## config.mk

```make
export PLATFORM = sky130hd
export DESIGN_NAME = fork_waiter
export DESIGN_NICKNAME = d
export VERILOG_FILES = /design/src/rtl/diners_pkg.sv /design/src/rtl/seat_fsm.sv /design/src/rtl/fork_waiter.sv
export SDC_FILE = /design/constraint.sdc
export NUM_CORES = 1
export LEC_CHECK = 0
export ABC_AREA = 1
export BUFFER_PORTS_ARGS = -buffer_cell sky130_fd_sc_hd__buf_2
export CAP_MARGIN = 20
export CORE_MARGIN = 2
export CORE_UTILIZATION = 60
export CTS_CLUSTER_DIAMETER = 60
export DETAILED_ROUTE_END_ITERATION = 8
export PLACE_DENSITY = 0.88
export SYNTH_ARGS = -nofsm -noshare
export SYNTH_HDL_FRONTEND = slang
export SYNTH_SLANG_ARGS = --single-unit
```

## constraint.sdc

```tcl
create_clock -name clk -period 11.2 [get_ports clk]
set_input_delay 1.68 -clock clk [delete_from_list [all_inputs] [get_ports clk]]
set_output_delay 1.68 -clock clk [all_outputs]
set_load 0.1 [all_outputs]
```

## src/rtl/diners_pkg.sv

```systemverilog
// Shared seat state encoding and ring-neighbour helpers for the fork waiter.
// Helpers take the ring size explicitly so they work for any table size.
package diners_pkg;

    typedef enum logic [1:0] {
        THINKING = 2'd0,
        HUNGRY   = 2'd1,
        EATING   = 2'd2,
        READING  = 2'd3
    } t_state;

    function automatic int left_of(input int i, input int n);
        return (i + n - 1) % n;
    endfunction

    function automatic int right_of(input int i, input int n);
        return (i + 1) % n;
    endfunction

endpackage

```

## src/rtl/seat_fsm.sv

```systemverilog
// One seat: THINKING/HUNGRY/EATING register, hungry-wait and eat-length counters, starve flag.
// Starvation monitor is built only when FORK_WAITER_STARVE_MON_EN is defined.
module seat_fsm
    import diners_pkg::*;
#(
    parameter int AGE_LIMIT    = 8,
`ifdef FORK_WAITER_STARVE_MON_EN
    parameter int STARVE_LIMIT = 32,
`endif
    parameter int EAT_MAX      = 16
) (
    input  logic   clk,
    input  logic   rst,
    input  logic   hungry_req,
    input  logic   done,
    input  logic   grant,
    output t_state state,
    output logic   aged,
    output logic   starve_flag
);

`ifdef FORK_WAITER_STARVE_MON_EN
    localparam int WAIT_REF = (AGE_LIMIT > STARVE_LIMIT) ? AGE_LIMIT : STARVE_LIMIT;
`else
    localparam int WAIT_REF = AGE_LIMIT;
`endif
    localparam int WW = $clog2(WAIT_REF + 1);
    localparam int EW = (EAT_MAX > 1) ? $clog2(EAT_MAX) : 1;
    localparam logic [WW-1:0] WAIT_SAT = '1;

    t_state        state_nxt;
    logic [WW-1:0] wait_cnt;
    logic [WW-1:0] wait_nxt;
    logic [EW-1:0] eat_cnt;
    logic [EW-1:0] eat_nxt;
    logic          release_now;

    always_comb begin
        release_now = done || (eat_cnt == EW'(EAT_MAX - 1));
        state_nxt   = THINKING;
        wait_nxt    = '0;
        eat_nxt     = '0;
        case (state)
            THINKING: state_nxt = hungry_req ? HUNGRY : THINKING;
            HUNGRY:   state_nxt = grant ? EATING : HUNGRY;
            EATING:   state_nxt = release_now ? THINKING : EATING;
            default:  state_nxt = THINKING;
        endcase
        if (state == HUNGRY && !grant) begin
            wait_nxt = (wait_cnt == WAIT_SAT) ? wait_cnt : wait_cnt + WW'(1);
        end
        if (state == EATING && !release_now) begin
            eat_nxt = eat_cnt + EW'(1);
        end
    end

    always_ff @(posedge clk) begin
        if (rst) begin
            state    <= THINKING;
            wait_cnt <= '0;
            eat_cnt  <= '0;
        end else begin
            state    <= state_nxt;
            wait_cnt <= wait_nxt;
            eat_cnt  <= eat_nxt;
        end
    end

    assign aged = (wait_cnt >= WW'(AGE_LIMIT));

`ifdef FORK_WAITER_STARVE_MON_EN
    logic starve_q;

    // Sticky until reset; a later meal does not clear it.
    always_ff @(posedge clk) begin
        if (rst) begin
            starve_q <= 1'b0;
        end else if (wait_nxt >= WW'(STARVE_LIMIT)) begin
            starve_q <= 1'b1;
        end
    end

    assign starve_flag = starve_q;
`else
    assign starve_flag = 1'b0;
`endif

endmodule

```

## src/rtl/fork_waiter.sv

```systemverilog
// Central waiter for an N-seat table: aged-first then round-robin fork grants, one grant cycle.
// Optional starvation monitor under FORK_WAITER_STARVE_MON_EN; outputs are registered seat state.
module fork_waiter
    import diners_pkg::*;
#(
    parameter int N            = 5,
    parameter int AGE_LIMIT    = 8,
    parameter int EAT_MAX      = 16,
    parameter int STARVE_LIMIT = 32
) (
    input  logic           clk,
    input  logic           rst,
    input  logic [N-1:0]   hungry_req,
    input  logic [N-1:0]   done,
    output logic [N-1:0]   eat_grant,
    output logic [2*N-1:0] seat_state,
    output logic [N-1:0]   starve_flag
);

    localparam int RW = $clog2(N);

    if (N < 3 || N > 16 || AGE_LIMIT < 1 || EAT_MAX < 1 || STARVE_LIMIT < 1) begin : g_param_check
        $error("fork_waiter: parameter out of range");
    end

    t_state        st [N];
    logic [N-1:0]  hungry;
    logic [N-1:0]  eating;
    logic [N-1:0]  aged;
    logic [N-1:0]  grant;
    logic [RW-1:0] rr_ptr;
    logic [RW-1:0] rr_nxt;

    for (genvar g = 0; g < N; g++) begin : g_seat
        seat_fsm #(
            .AGE_LIMIT   (AGE_LIMIT),
`ifdef FORK_WAITER_STARVE_MON_EN
            .STARVE_LIMIT(STARVE_LIMIT),
`endif
            .EAT_MAX     (EAT_MAX)
        ) u_seat (
            .clk        (clk),
            .rst        (rst),
            .hungry_req (hungry_req[g]),
            .done       (done[g]),
            .grant      (grant[g]),
            .state      (st[g]),
            .aged       (aged[g]),
            .starve_flag(starve_flag[g])
        );
        assign hungry[g]          = (st[g] == HUNGRY);
        assign eating[g]          = (st[g] == EATING);
        assign eat_grant[g]       = eating[g];
        assign seat_state[2*g+:2] = st[g];
    end

    // Neighbour test uses registered state, so a fork freed this cycle is only reusable next cycle.
    always_comb begin
        logic [RW-1:0] lft;
        logic [RW-1:0] rgt;
        logic [RW-1:0] idx;
        logic [RW-1:0] last_rr;
        logic          rr_hit;
        grant   = '0;
        lft     = '0;
        rgt     = '0;
        idx     = '0;
        last_rr = '0;
        rr_hit  = 1'b0;
        for (int i = 0; i < N; i++) begin
            lft = RW'(left_of(i, N));
            rgt = RW'(right_of(i, N));
            if (hungry[i] && aged[i] && !eating[lft] && !eating[rgt] && !grant[lft] && !grant[rgt]) begin
                grant[i] = 1'b1;
            end
        end
        for (int k = 0; k < N; k++) begin
            idx = RW'((int'(rr_ptr) + k) % N);
            lft = RW'(left_of(int'(idx), N));
            rgt = RW'(right_of(int'(idx), N));
            if (hungry[idx] && !grant[idx] && !eating[lft] && !eating[rgt] && !grant[lft] && !grant[rgt]) begin
                grant[idx] = 1'b1;
                last_rr    = idx;
                rr_hit     = 1'b1;
            end
        end
        rr_nxt = rr_hit ? RW'(right_of(int'(last_rr), N)) : rr_ptr;
    end

    always_ff @(posedge clk) begin
        if (rst) begin
            rr_ptr <= '0;
        end else begin
            rr_ptr <= rr_nxt;
        end
    end

endmodule
```

==> summary.md <==
| Metric | Value |
|---|---|
| Data required time at the worst endpoint | 11460 ps |
| Gr usage total | 0.284 |
| Post-synthesis cell area | between 7000 and 8000 µm² |
| Worst-path clk slew | around 70 ps |
| Fin util | 0.651 |
| Main synth FF type | dfxtp_1 |
| Crit path DAT | between 8000 and 9000 ps |
| Critical path class | register to register |
| Achievable Freq | 0.122 GHz |
| Relative max-transition margin | 0.370 |
| Cts bufs inserted | 5 |
| CP most frequent cell | nand2_1 |
| Status | complete, no violations |
| Vias per cell | ~5.7 |
| Final setup TNS | 0 ps |
| Final setup viols | 0 |
| Met3 Track Usage GR | 0.0275 |
| Number of port buffers | 26 |
| Worst Path Max Fanout | 13 |
| CP peak stage delay | between 600 and 700 ps |
| Top-level I/O count | 32 |
| Hold path depth | 1 |
| CTS root buf | clkbuf_16 |
| Detailed Routing Iterations Pass 1 | 5 |
| DIE HEIGHT | between 100 and 150 µm |
| Sequential fraction of the synthesis area | 0.150 |
| Cell variety after synth | between 50 and 60 |
| Post-layout min period | between 8000 and 9000 ps |
| Worst Setup End Kind | register |
| CTS tree | yes |
| Initial antenna violation count | 0 |
| Placed cell areas | between 7000 and 8000 µm² |
| Num rows | 39 |
| Final Cell Area | 7470 µm² |
| GR Util met1 | 0.377 |
| WL/cell | ~14 µm |
| Die area | around 13000 µm² |
| Gr ovfl total | 0 |
| Drt initial violations | 680 |
| Hold crit path type | register to register |
| Initial Utilization | 0.617 |
| Hold Violations, Final | 0 |
| First-pass GRT wire length | roughly 30000 µm |
| Final period utilization | 0.732 |
| CTS H-tree lvls | 2 |
| Final #Nets | 1218 |
| # diodes | 0 |
| Wirelength, routed | between 15000 and 20000 µm |
| EDFF count, synth | 0 |
| Reg2reg path depth | between 60 and 70 |
| Yosys warnings | 0 |
| Post-CTS resize count | 0 |
| Vias post-DR | between 7000 and 8000 |
| Vias in the first global route | 6439 |
| Postcts setup bufs | 0 |
| Dpl hpwl | around 14000 µm |
| Global routing usage on met2 | 0.480 |
| Yosys reg bits | 53 |
| Routability-driven placement congestion ratio | 1.01 |
| Worst skew pair latency | approximately 300 ps |
| Post-route ant nets | 0 |
| RSZ-0062 raised after global routing | false |
| FILL cells | between 1000 and 1500 |
| Hold_buf cts | 0 |
| Clock skew | between 5 and 6 ps |
| Syn_area_per_cell | approximately 6.5 µm² |
| Final Max Slew Viols | 0 |
| Ratio of cells with drive above 1 in the final layout | 0.148 |
| Clk buf depth | 2 |
| Hold slack | ~450 ps |
| Area Growth Syn to Fin | 5.52% |
| Drc violations | 0 |
| Largest net degree at the start of global routing | 24 |
| Max Cap Viol | 0 |
| Slowest CP cell | dfxtp_1 |
| Worst-margin pin slew | 935 ps |
| Die width | 113 µm |
| FFs w/ async S/R, synth | 0 |
| Grt peak-use layer | met2 |
| Placeable Area | around 11000 µm² |
| Clk sink count | 53 |
| Post-Synthesis Cells | about 1100 |
| Startpoint Class | register |
## layout make-up
| type | instances | area, µm² | area share |
|---|---|---|---|
| inverters | 168 | 631 | 0.0844 |
| clock inverters | 3 | 28.8 | 0.00385 |
| clock buffers | 5 | 125 | 0.0168 |
| well taps | 143 | 179 | 0.0240 |
| multi-input cells | 856 | 5290 | 0.708 |
| flip-flops and latches | 53 | 1060 | 0.142 |
| repair buffers | 29 | 153 | 0.0204 |
## state kept, by name (all words and copies together) (netlist names)
name                    flops
rr_ptr                      3
g_seat.u_seat.wait_cnt     20
g_seat.u_seat.eat_cnt      20
g_seat.u_seat.state        10
## kinds of logic (layout without fill, tap and decap cells)
kind of cell	after synthesis	in the layout	share of synthesized area
and+or+nand+nor	576	576	0.409
buffers and inverters	187	205	0.105
AOI/OAI and AO/OA	146	146	0.126
adders and majority gates	93	93	0.164
other	1	5	0.000530
muxes	2	2	0.00283
DFF	53	53	0.150
xor gates and xnor gates	34	34	0.0431
## placed cells by master (no fill, tap or decap), types with 4 or more instances in the layout
| master | netlist | layout |
|---|---|---|
| ha_1 | 93 | 93 |
| nand2_2 | 37 | 37 |
| o211ai_1 | 16 | 16 |
| a21oi_2 | 5 | 5 |
| conb_1 | 1 | 5 |
| o21bai_1 | 4 | 4 |
| a21oi_1 | 40 | 40 |
| nand2_4 | 14 | 14 |
| inv_2 | 20 | 20 |
| nor2_2 | 4 | 4 |
| or2_2 | 12 | 12 |
| nand2_1 | 214 | 214 |
| o31ai_1 | 6 | 6 |
| nand3_2 | 18 | 18 |
| nor2_1 | 79 | 79 |
| o21ai_1 | 14 | 14 |
| nand3_1 | 166 | 166 |
| dfxtp_1 | 53 | 53 |
| xnor2_1 | 11 | 11 |
| clkbuf_16 | 0 | 5 |
| xor2_1 | 22 | 22 |
| a31oi_1 | 4 | 4 |
| nand4_1 | 13 | 13 |
| o21ai_0 | 40 | 40 |
| nor2_4 | 4 | 4 |
| buf_2 | 4 | 26 |
| inv_1 | 146 | 146 |
## cell usage after synthesis, types with 4 or more instances
library cell  number  area, µm²
a21oi_1           40        200
a21oi_2            5       43.8
a31oi_1            4       25.0
buf_2              4       20.0
buf_4              7       52.6
clkbuf_1           7       26.3
dfxtp_1           53       1060
ha_1              93       1160
inv_1            146        548
inv_2             20       75.1
nand2_1          214        803
nand2_2           37        231
nand2_4           14        158
nand3_1          166        831
nand3_2           18        180
nand4_1           13       81.3
nor2_1            79        297
nor2_2             4       25.0
nor2_4             4       45.0
o211ai_1          16        120
o21ai_0           40        200
o21ai_1           14       70.1
o21bai_1           4       30.0
o31ai_1            6       45.0
or2_2             12       75.1
xnor2_1           11       96.3
xor2_1            22        193
## per-stage QoR
step / cells / setup WS [ps]
2_1_floorplan: 1096 / 4310
3_3_place_gp: 1249 / 3230
3_5_place_dp: 1249 / 3100
4_1_cts: 1257 / 3080
5_1_grt: 1257 / 2290
6_report: 1257 / 3000
## worst paths after layout
check                                              endpoint                   startpoint  slack (ps)
worst min-delay path            g_seat[1].u_seat.eat_cnt[0]  g_seat[1].u_seat.eat_cnt[0]         450
worst min register to register  g_seat[1].u_seat.eat_cnt[0]  g_seat[1].u_seat.eat_cnt[0]         450
worst max-delay path                              rr_ptr[0]                    rr_ptr[0]        3000
worst max register to register                    rr_ptr[0]                    rr_ptr[0]        3000
## critical path, delay by kind of cell, from the launching register on
family	cells	cell delay, ps
AO/OA/AOI/OAI	1	360
adder cells (fa/ha/maj)	5	1270
buffers and inverters	7	730
flip-flops	1	670
AND/OR/NAND/NOR	48	5110
## per-layer routing
metal | routed length [µm] | vias to the layer above | share of wire
met1 | 8050 | 3246 | 0.45
met4 | 410 | 0 | 0.023
met3 | 1210 | 35 | 0.067
met2 | 8410 | 263 | 0.47
met5 | 0 | - | 0
li1 | - | 3602 | -
Power is left out: the tool's default activity adds up to more than one toggle a clock period on the data nets, which glitch-free logic cannot reach.
